$ cat config.mk
export PLATFORM = sky130hd
export DESIGN_NAME = sync_fifo
export DESIGN_NICKNAME = d
export VERILOG_FILES = /design/src/rtl/sync_fifo_pkg.sv /design/src/rtl/sync_fifo_mem.sv /design/src/rtl/sync_fifo.sv
export SDC_FILE = /design/constraint.sdc
export NUM_CORES = 1
export LEC_CHECK = 0
export ABC_AREA = 1
export BUFFER_PORTS_ARGS = -buffer_cell sky130_fd_sc_hd__buf_2
export CAP_MARGIN = 0
export CORE_MARGIN = 4
export CORE_UTILIZATION = 69
export CTS_BUF_LIST = sky130_fd_sc_hd__clkbuf_4 sky130_fd_sc_hd__clkbuf_8
export CTS_CLUSTER_DIAMETER = 30
export DETAILED_ROUTE_END_ITERATION = 10
export GPL_ROUTABILITY_DRIVEN = 0
export PLACE_DENSITY = 0.87
export SETUP_SLACK_MARGIN = 0.5
export SLEW_MARGIN = 20
export SYNTH_ARGS = -nofsm -noshare
export SYNTH_HDL_FRONTEND = slang
export SYNTH_SLANG_ARGS = --single-unit
export TNS_END_PERCENT = 5
$ cat constraint.sdc
create_clock -name fifo_clk_i -period 2.93 [get_ports fifo_clk_i]
set_input_delay 0.293 -clock fifo_clk_i [delete_from_list [all_inputs] [get_ports fifo_clk_i]]
set_output_delay 0.293 -clock fifo_clk_i [all_outputs]
set_load 0.02 [all_outputs]
$ cat src/rtl/sync_fifo_pkg.sv
// Shared sizing constants and word/pointer types for the 16x8 synchronous FIFO.
package sync_fifo_pkg;
  localparam int FIFO_DATA_WIDTH = 8;
  localparam int FIFO_DEPTH      = 16;
  localparam int FIFO_ADDR_WIDTH = 4;

  typedef logic [FIFO_DATA_WIDTH-1:0] fifo_word_t;
  typedef logic [FIFO_ADDR_WIDTH:0]   fifo_ptr_t;
endpackage

$ cat src/rtl/sync_fifo_mem.sv
// FIFO storage: register array with one synchronous write port and a registered,
// enabled read port. The array itself is never cleared; only the read register resets.
module sync_fifo_mem
  import sync_fifo_pkg::*;
#(
  parameter int DATA_WIDTH = FIFO_DATA_WIDTH,
  parameter int DEPTH      = FIFO_DEPTH,
  parameter int ADDR_WIDTH = $clog2(DEPTH)
) (
  input  logic                  i_clk,
  input  logic                  i_rst,
  input  logic                  i_wr_en,
  input  logic [ADDR_WIDTH-1:0] i_wr_addr,
  input  logic [DATA_WIDTH-1:0] i_wr_data,
  input  logic                  i_rd_en,
  input  logic [ADDR_WIDTH-1:0] i_rd_addr,
  output logic [DATA_WIDTH-1:0] o_rd_data
);
  logic [DATA_WIDTH-1:0] r_mem [DEPTH];
  logic [DATA_WIDTH-1:0] r_rd_data;

  always_ff @(posedge i_clk) begin
    if (i_wr_en) r_mem[i_wr_addr] <= i_wr_data;
  end

  // Read register holds its value unless a read is accepted.
  always_ff @(posedge i_clk) begin
    if (i_rst)        r_rd_data <= '0;
    else if (i_rd_en) r_rd_data <= r_mem[i_rd_addr];
  end

  assign o_rd_data = r_rd_data;
endmodule

$ cat src/rtl/sync_fifo.sv
// Single-clock FIFO: wrap-bit pointers, flag decode and accept qualification;
// storage lives in sync_fifo_mem.
module sync_fifo
  import sync_fifo_pkg::*;
#(
  parameter int DATA_WIDTH = FIFO_DATA_WIDTH,
  parameter int DEPTH      = FIFO_DEPTH,
  parameter int ADDR_WIDTH = $clog2(DEPTH)
) (
  input  logic                  fifo_clk_i,
  input  logic                  fifo_rst_i,
  input  logic                  fifo_wr_en_i,
  input  logic [DATA_WIDTH-1:0] fifo_data_i,
  output logic                  fifo_full_o,
  input  logic                  fifo_rd_en_i,
  output logic [DATA_WIDTH-1:0] fifo_data_o,
  output logic                  fifo_empty_o
);
  logic [ADDR_WIDTH:0] r_wr_ptr, r_rd_ptr;
  logic                w_full, w_empty, w_wr_acc, w_rd_acc;

  // Pointers carry an extra wrap bit so equal indices distinguish full from empty.
  assign w_empty  = (r_wr_ptr == r_rd_ptr);
  assign w_full   = (r_wr_ptr[ADDR_WIDTH] != r_rd_ptr[ADDR_WIDTH]) &&
                    (r_wr_ptr[ADDR_WIDTH-1:0] == r_rd_ptr[ADDR_WIDTH-1:0]);
  assign w_wr_acc = fifo_wr_en_i && !w_full  && !fifo_rst_i;
  assign w_rd_acc = fifo_rd_en_i && !w_empty && !fifo_rst_i;

  always_ff @(posedge fifo_clk_i) begin
    if (fifo_rst_i) begin
      r_wr_ptr <= '0;
      r_rd_ptr <= '0;
    end else begin
      if (w_wr_acc) r_wr_ptr <= r_wr_ptr + 1'b1;
      if (w_rd_acc) r_rd_ptr <= r_rd_ptr + 1'b1;
    end
  end

  sync_fifo_mem #(
    .DATA_WIDTH (DATA_WIDTH),
    .DEPTH      (DEPTH),
    .ADDR_WIDTH (ADDR_WIDTH)
  ) u_mem (
    .i_clk     (fifo_clk_i),
    .i_rst     (fifo_rst_i),
    .i_wr_en   (w_wr_acc),
    .i_wr_addr (r_wr_ptr[ADDR_WIDTH-1:0]),
    .i_wr_data (fifo_data_i),
    .i_rd_en   (w_rd_acc),
    .i_rd_addr (r_rd_ptr[ADDR_WIDTH-1:0]),
    .o_rd_data (fifo_data_o)
  );

  assign fifo_full_o  = w_full;
  assign fifo_empty_o = w_empty;
endmodule

== Word-level counts from Yosys, hierarchy flattened ==
Memory sizes are Yosys's and may differ from the RTL's. A register that Yosys moved wholly into a read port is not among the register bits.
Index checks and enable logic that the tools add are counted.

* Input port bits: 12
* Memories: 1
* Logic and storage cells: 18
* Latch bits: 0
* Flip-flop bits (word level): 10
* RAM bits: 128
* Bits in read-only memories: 0

* Reduce and logical (&&, ||, !) cells: 8
* Magnitude comparators: 0
* Mux-type cells: 2
* Shift-type cells: 0
* Equality and inequality tests: 3
* $mul: 0
* $add $sub $neg: 2
* Bitwise logic cells: 0
* Div/mod/pow operators: 0

{| class="wikitable"
|+ Memories
! name !! words !! bits a word !! rd ports !! clocked after memory_dff !! write ports !! line !! source
|-
| u_mem.r_mem || 16 || 8 || 1 || 1 || 1 || sync_fifo_mem.sv:19 || <nowiki>logic [DATA_WIDTH-1:0] r_mem [DEPTH];</nowiki>
|}

{| class="wikitable"
|+ Operator list
! operator !! number
|-
| $add A5 B1 Y5 const B || 2
|-
| $eq A5 B5 Y1 || 1
|-
| $logic_and A1 B1 Y1 || 5
|-
| $eq A4 B4 Y1 || 1
|-
| $logic_not A1 Y1 || 3
|-
| $mux W1 || 2
|-
| $ne A1 B1 Y1 || 1
|}

== Logic depth before layout (Yosys ltp) ==
Gate-level depths: netlist of the first run.

* Word-level depth: 7
* Mapped depth: 12

== Hierarchy ==
From an unflattened synthesis of the first run, not the netlist that was laid out.

* Cell total of the unflattened synthesis: 593
* Area total of the unflattened synthesis: 6,276.0 um^2

{| class="wikitable"
|+ By module, submodules not included
! module !! cells each !! instances !! area an instance (um^2)
|-
| sync_fifo_mem || 490 || 1 || 5,577.8
|-
| sync_fifo || 103 || 1 || 698.2
|}

== Worst setup path after synthesis of the first run ==
OpenSTA, ideal clock, no wires.

* Path type: register to register
* From: register r_rd_ptr[1]
* To: memory u_mem.r_mem[7][0] (netlist bit) (enable)
* Clock period less this slack: 1.963 ns
* Setup slack: 0.967 ns
* Setup time: 0.383 ns
* Data arrival time: 1.580 ns
* Stages on the path, launching flop included: 9
* Cell sequence: dfxtp_1 > buf_4 > inv_4 > nand2_1 > nand2_1 > nor2_4 > nand3_2 > nand3_4 > nor3_1

* Cells in the longest elaborated chain, start to end: 7

{| class="wikitable"
|+ Ends and longest elaborated chain
! element !! line !! source
|-
| from (decl) || sync_fifo.sv:19 || <nowiki>logic [ADDR_WIDTH:0] r_wr_ptr, r_rd_ptr;</nowiki>
|-
| from (signal assigned) || sync_fifo.sv:35 || <nowiki>if (w_rd_acc) r_rd_ptr <= r_rd_ptr + 1'b1;</nowiki>
|-
| $eq A4 B4 Y1 || sync_fifo.sv:25 || <nowiki>(r_wr_ptr[ADDR_WIDTH-1:0] == r_rd_ptr[ADDR_WIDTH-1:0]);</nowiki>
|-
| $logic_and A1 B1 Y1 || sync_fifo.sv:24 || <nowiki>assign w_full = (r_wr_ptr[ADDR_WIDTH] != r_rd_ptr[ADDR_WIDTH]) &&</nowiki>
|-
| $logic_not A1 Y1 || sync_fifo.sv:26 || <nowiki>assign w_wr_acc = fifo_wr_en_i && !w_full && !fifo_rst_i;</nowiki>
|-
| $logic_and A1 B1 Y1 (2 in a row) || sync_fifo.sv:26 ||
|-
| $mux W1 || sync_fifo_mem.sv:23 || <nowiki>if (i_wr_en) r_mem[i_wr_addr] <= i_wr_data;</nowiki>
|-
| $mux W1 (not written as such) || sync_fifo_mem.sv:23 ||
|-
| to (decl) || sync_fifo_mem.sv:19 ||
|}

Every way passes these cells.

== Worst setup path in the final report of the first run ==
* From: register r_rd_ptr[2]
* To: memory u_mem.r_mem[14][0] (netlist bit) (enable)

The elaborated chain is that of the path after synthesis.

==> results of run 1 <==
logic make-up (layout without fill, tap and decap cells):
group | count (synthesis) | after routing | synth area share (%)
AO/OA/AOI/OAI | 27 | 27 | 2.292
XOR/XNOR | 3 | 3 | 0.4046
adder cells (fa/ha/maj) | 5 | 5 | 0.9632
buffers and inverters | 120 | 154 | 7.648
flip-flops | 146 | 146 | 64.73
AND/OR/NAND/NOR | 370 | 370 | 23.96
how the worst max path moves through the flow:
stage	end	slack, ns	cells after the start
floorplan	u_mem.r_mem[7][0]$_DFFE_PP_	0.97	8
global placement	u_mem.r_mem[2][6]$_DFFE_PP_	0.67	9
detailed placement	u_mem.r_mem[1][4]$_DFFE_PP_	0.54	9
CTS	u_mem.r_mem[1][6]$_DFFE_PP_	0.52	9
global route	u_mem.r_mem[14][0]$_DFFE_PP_	0.31	9
finish	u_mem.r_mem[14][0]$_DFFE_PP_	0.50	9
where the power goes:
part           switching [mW]  total [mW]  internal [mW]
sequential             0.0176        2.31           2.29
combinational           0.363       0.502          0.139
clock                   0.832        1.47          0.638
total                    1.21        4.28           3.07
routing by layer:
metal | wire length, um | share of wire (%)
met3 | 1375 | 9.4
met2 | 6908 | 47
met4 | 558 | 3.8
met1 | 5720 | 39
met5 | 0 | 0
state kept, by name (all words and copies together) (netlist names):
signal           flops
u_mem.r_mem        128
u_mem.o_rd_data      8
r_rd_ptr             5
r_wr_ptr             5
layout make-up:
type / instances / area, um^2
Tap cell: 111 / 138.9
Inverter: 93 / 351.6
Multi-Input combinational cell: 405 / 1812
Sequential cell: 146 / 4205
Timing Repair Buffer: 29 / 165.2
Clock buffer: 18 / 247.7
Fill cell: 588 / 2161
Clock inverter: 14 / 115.1
per-stage QoR:
step	setup WS, ns	hold slack (ns)
final	0.5047	0.1199
after global routing	0.3140	0.1028
after CTS	0.5193	0.1070
after detailed placement	0.5378	0.5130
after global placement	0.6672	0.4936
after floorplan	0.9671	0.3919
worst max-delay path: stages (launching register included):
cell	delay, ns
dfxtp_1	0.44
inv_1	0.31
nand2_1	0.09
nand2_1	0.12
nor2_4	0.05
nand3_2	0.13
nand3_4	0.13
inv_2	0.12
nand2_2	0.15
nor2_1	0.50
repair_timing:
action                     CTS  global route
setup endpoints to repair    1            98
gates resized for setup      1             6
hold buffers                 0             0
cells in the final DEF (no fill, tap or decap):
master / n
nor3_2: 1
nor2_1: 55
nand2_2: 5
a21oi_2: 1
inv_1: 88
edfxtp_1: 128
clkbuf_8: 18
inv_4: 4
nor3_1: 4
buf_4: 8
clkinv_4: 1
nand3_1: 53
nand3_4: 3
dfxtp_1: 17
buf_2: 21
nand3_2: 1
inv_6: 5
xor2_1: 2
o211ai_1: 4
dfxtp_2: 1
nor2_2: 8
ha_1: 5
nand2_1: 233
nor2_4: 2
xnor2_1: 1
o21ai_0: 17
inv_8: 3
a21oi_1: 5
inv_2: 4
clkinv_2: 2
nand4_1: 5
==> summary.md, run 1 <==
| Metric | Value |
|---|---|
| Sequential fraction of the synthesis area | `64.73%` |
| Worst-case clock buffer depth | `2` |
| Pin count of the biggest net entering global routing | `67` |
| Critical path arrival | `2.50 ns` |
| Placed Cells | `784` |
| Ant diodes | `0` |
| PortBufs | `21` |
| Post-Syn Instances | `671` |
| Slew HR | `55.13%` |
| Worst vdd ir | `0.0004097 V` |
| CP Max Fanout | `13` |
| Met2 usage | `44.04%` |
| Core area | `9196 um^2` |
| Later-pin clock latency in the skew report | `0.44 ns` |
| DRC | `0` |
| Non-Filler Instances | `816` |
| Final design utilization | `76.50%` |
| Avg Inst Size Synth | `9.680 um^2` |
| Pre-antenna DRT Iters | `8` |
| Leak Pwr | `3.022 nW` |
| Cell variety after synth | `27` |
| Yosys reg bits | `146` |
| Initial DRC Count | `624` |
| Worst Hold Launch | `fifo_rst_i` |
| Slew Viols, Final | `0` |
| Post-Syn Area | `6495 um^2` |
| DR vias | `4675` |
| Fin crit share | `82.77%` |
| Clock Skew | `0.01204 ns` |
| Final Net Count | `709` |
| Area Growth Syn to Fin | `8.322%` |
| Clock slew at reported path FFs | `0.09 ns` |
| Kind of critical path | `flop to flop` |
| Total power | `4.283 mW` |
| Startpoint Class | `flop` |
| Crit. End Element | `flop` |
| Top post-synthesis cells by area | `edfxtp_1 (59%), nand2_1 (13%), dfxtp_1 (5.5%), inv_1 (5.1%), nand3_1 (4.1%)` |
| Total GRT Usage | `28.12%` |
| Met3 Use GR | `6.362%` |
| Post-layout min period | `2.425 ns` |
| Worst EP required | `3.01 ns` |
| First-pass GRT wire length | `23.25 mm` |
| CTS H-tree depth | `4` |
| M1 GR Usage | `37.75%` |
| Vias/cell | `5.729` |
| Worst reg2reg setup slack | `0.50 ns` |
| Die Wd | `105.0 um` |
| Die Y-Extent | `105.0 um` |
| Worst slew pin tran | `0.6731 ns` |
| FMAX | `0.4123 GHz` |
| FFs w/ async S/R, synth | `0%` |
| Initial Util | `70.63%` |
| Reg2reg end | `u_mem.r_mem[14][0]$_DFFE_PP_` |
| GR peak layer | `met2` |
| Post-CTS Repair Setup Buffers | `0` |
| Ys flop type | `edfxtp_1` |
| Post-synth EDFFs | `128` |
| Root buf cell | `clkbuf_8` |
| Final hold violations | `0` |
| Final setup TNS | `0 ns` |
| Antenna viol nets, final | `0` |
| Vias in the first global route | `4574` |
| Synth area leader | `edfxtp_1` |
| Worst r2r path cells | `9` |
| CTS Buf Count | `17` |
| Worst setup path startpoint | `r_rd_ptr[2]$_SDFFE_PP0P_` |
| Final WL | `14.56 mm` |
| Max cap viols | `0` |
| Initial antenna violation count | `0` |
| Power Dens Cells | `608.8 nW/um^2` |
| Hpwl dp | `9.327 mm` |
| TritonCTS clock tree | `yes` |
| I/O pins | `22` |
| WHS Path Cells | `2` |
| Final instance area | `7036 um^2` |
| Top-count cell post-synth | `nand2_1` |
| Synth top area share | `59.18%` |
| Worst Hold Class | `input pin to flop` |
| Die area | `11030 um^2` |
| YS warnings | `0` |
| Share of layout cells above drive strength 1 | `12.48%` |
| Row cnt | `35` |
| Top cells by count, synth | `nand2_1 (233), edfxtp_1 (128), inv_1 (88), nor2_1 (62), nand3_1 (53)` |
| Worst hold path endpoint | `r_rd_ptr[4]$_SDFFE_PP0P_` |
| Clk sink count | `146` |
| Status | `completed` |
| Global route overflow | `0` |
| Placed cell areas | `6655 um^2` |
| RSZ-0062 raised after global routing | `yes` |
| Avg WL per Cell | `17.85 um` |
| Final setup vio count | `0` |
| Mapped Nets | `688` |
| RR Startpoint | `r_rd_ptr[2]$_SDFFE_PP0P_` |
(Power assumes the default switching activity.)
==> run 2: changes to the inputs <==
--- a/config.mk
+++ b/config.mk
@@ -9,12 +9,12 @@
 export BUFFER_PORTS_ARGS = -buffer_cell sky130_fd_sc_hd__buf_2
 export CAP_MARGIN = 0
 export CORE_MARGIN = 4
-export CORE_UTILIZATION = 69
+export CORE_UTILIZATION = 64
 export CTS_BUF_LIST = sky130_fd_sc_hd__clkbuf_4 sky130_fd_sc_hd__clkbuf_8
 export CTS_CLUSTER_DIAMETER = 30
 export DETAILED_ROUTE_END_ITERATION = 10
 export GPL_ROUTABILITY_DRIVEN = 0
-export PLACE_DENSITY = 0.87
+export PLACE_DENSITY = 0.82
 export SETUP_SLACK_MARGIN = 0.5
 export SLEW_MARGIN = 20
 export SYNTH_ARGS = -nofsm -noshare
==> constraint.sdc (replaced) <==
create_clock -name fifo_clk_i -period 2.3 [get_ports fifo_clk_i]
set_input_delay 0.23 -clock fifo_clk_i [delete_from_list [all_inputs] [get_ports fifo_clk_i]]
set_output_delay 0.23 -clock fifo_clk_i [all_outputs]
set_load 0.02 [all_outputs]
==> summary.md, run 2 (synthesis gave the netlist of run 1 again) <==
| Metric | Value |
|---|---|
| Later-pin clock latency in the skew report | `0.44 ns` |
| Worst r2r path cells | `5` |
| Final setup vio count | `0` |
| Avg WL per Cell | `18.66 um` |
| Row cnt | `36` |
| WHS Path Cells | `2` |
| Antenna viol nets, final | `0` |
| Worst Hold Launch | `fifo_rst_i` |
| FILL cells | `618` |
| Worst slack, placed | `0.1183 ns` |
| Crit. End Element | `primary output` |
| Slew HR | `65.21%` |
| Final setup TNS | `0 ns` |
| Slack of the critical path | `0.4942 ns` |
| PortBufs | `21` |
| Clk sink count | `146` |
| Die Y-Extent | `108.7 um` |
| Slew Viols, Final | `0` |
| Share of layout cells above drive strength 1 | `19.09%` |
| Hpwl dp | `9.341 mm` |
| TritonCTS clock tree | `yes` |
| Area Growth Syn to Fin | `15.85%` |
| I/O pins | `22` |
| Initial DRC Count | `617` |
| Met2 usage | `41.92%` |
| Final Net Count | `732` |
| Worst EP required | `2.07 ns` |
| Vias in the first global route | `4477` |
| Fin crit share | `78.51%` |
| Final WL | `16.07 mm` |
| RR Startpoint | `r_wr_ptr[2]$_SDFFE_PP0P_` |
| Pin count of the biggest net entering global routing | `67` |
| CTS H-tree depth | `4` |
| Placed cell areas | `6728 um^2` |
| Critical path arrival | `1.58 ns` |
| CP Max Fanout | `5` |
| RSZ-0062 raised after global routing | `yes` |
| DRC | `0` |
| GR peak layer | `met2` |
| DR vias | `4892` |
| CTS Buf Count | `17` |
| Status | `completed` |
| Worst-case clock buffer depth | `2` |
| Worst Hold Class | `input pin to flop` |
| FMAX | `0.5538 GHz` |
| Initial antenna violation count | `0` |
| Power Dens Cells | `788.4 nW/um^2` |
| Startpoint Class | `flop` |
| Final instance area | `7525 um^2` |
| Max cap viols | `0` |
| Worst vdd ir | `0.0004930 V` |
| Initial Util | `66.14%` |
| Final hold violations | `0` |
| Worst reg2reg setup slack | `0.49 ns` |
| Clock slew at reported path FFs | `0.09 ns` |
| Die Wd | `108.7 um` |
| Worst hold path endpoint | `r_rd_ptr[4]$_SDFFE_PP0P_` |
| Post-layout min period | `1.806 ns` |
| Vias/cell | `5.682` |
| Commonest non-fill, non-tap cell in the layout | `nand2_1` |
| Reg2reg end | `u_mem.r_mem[15][4]$_DFFE_PP_` |
| Root buf cell | `clkbuf_8` |
| Ant diodes | `0` |
| Global route overflow | `0` |
| Leak Pwr | `3.206 nW` |
| Clock Skew | `0.01819 ns` |
| M1 GR Usage | `38.05%` |
| Pre-antenna DRT Iters | `6` |
| Die area | `11820 um^2` |
| Met3 Use GR | `9.059%` |
| First-pass GRT wire length | `23.81 mm` |
| Worst slew pin tran | `0.5213 ns` |
| Most frequent cells in the layout | `nand2_1 (223), edfxtp_1 (128), inv_1 (82), nand3_1 (53), nor2_1 (50)` |
| Kind of critical path | `flop to primary output` |
| Number of flip-flops in the largest register | `128` |
| Total GRT Usage | `27.57%` |
| Largest Register | `u_mem.r_mem` |
| Core area | `9819 um^2` |
-- run 2: timing repair --
action                                  4_1_cts  5_1_grt
buffers inserted                              2       15
endpoints found under the hold margin         0        0
hold buffers                                  0        0
resized for setup                            23       53
pin swaps                                     1       10
endpoints found under the setup margin      101      114
-- run 2: worst max-delay path by stage --
stage,end,start,depth (start not counted)
final,fifo_full_o,r_wr_ptr[2]$_SDFFE_PP0P_,8
after CTS,fifo_full_o,r_wr_ptr[0]$_SDFFE_PP0P_,8
after detailed placement,u_mem.r_mem[4][0]$_DFFE_PP_,r_wr_ptr[0]$_SDFFE_PP0P_,9
after global placement,u_mem.r_mem[0][7]$_DFFE_PP_,r_wr_ptr[0]$_SDFFE_PP0P_,9
after global routing,fifo_full_o,r_wr_ptr[2]$_SDFFE_PP0P_,8
after floorplan,u_mem.r_mem[7][0]$_DFFE_PP_,r_rd_ptr[1]$_SDFFE_PP0P_,8
-- run 2: final cells by class --
class | count | area (um^2) | area share (%)
flip-flops and latches | 146 | 4233 | 56.25
multi-input cells | 405 | 1939 | 25.77
repair buffers | 52 | 385.4 | 5.121
inverters | 93 | 361.6 | 4.805
clock buffers | 17 | 234.0 | 3.109
clock inverters | 15 | 205.2 | 2.727
well taps | 133 | 166.4 | 2.212
-- run 2: through the flow --
stage / hold WS [ns] / std cells / power (mW) / utilization, %
6_report: 0.06642 / 861 / 5.932 / 76.63
2_1_floorplan: 0.3289 / 671 / 3.445 / -
3_3_place_gp: 0.4954 / 812 / 3.626 / 68.51
3_5_place_dp: 0.5055 / 812 / 3.641 / 68.51
4_1_cts: 0.04391 / 846 / 5.819 / 73.67
5_1_grt: 0.05582 / 861 / 6.149 / 76.63
-- run 2: layer usage --
| layer | vias up | wire length (um) |
|---|---|---|
| li1 | 2235 | - |
| met1 | 2294 | 6221 |
| met2 | 326 | 7610 |
| met3 | 37 | 1869 |
| met4 | 0 | 365 |
| met5 | - | 0 |
-- run 2: power by group --
| group | internal (mW) | switching, mW | leakage (nW) |
|---|---|---|---|
| Clock | 1.20 | 1.03 | 0.222 |
| Combinational | 0.242 | 0.520 | 1.68 |
| Sequential | 2.92 | 0.0292 | 1.31 |
| Total | 4.36 | 1.58 | 3.21 |
-- run 2: critical path: stages, from the launching register on --
cell and delay (ns):
dfxtp_4 0.38, inv_2 0.06, nand2_2 0.07, nand2_2 0.07, nor2_4 0.16, nand3_4 0.11
buf_6 0.14, inv_2 0.04, buf_6 0.10
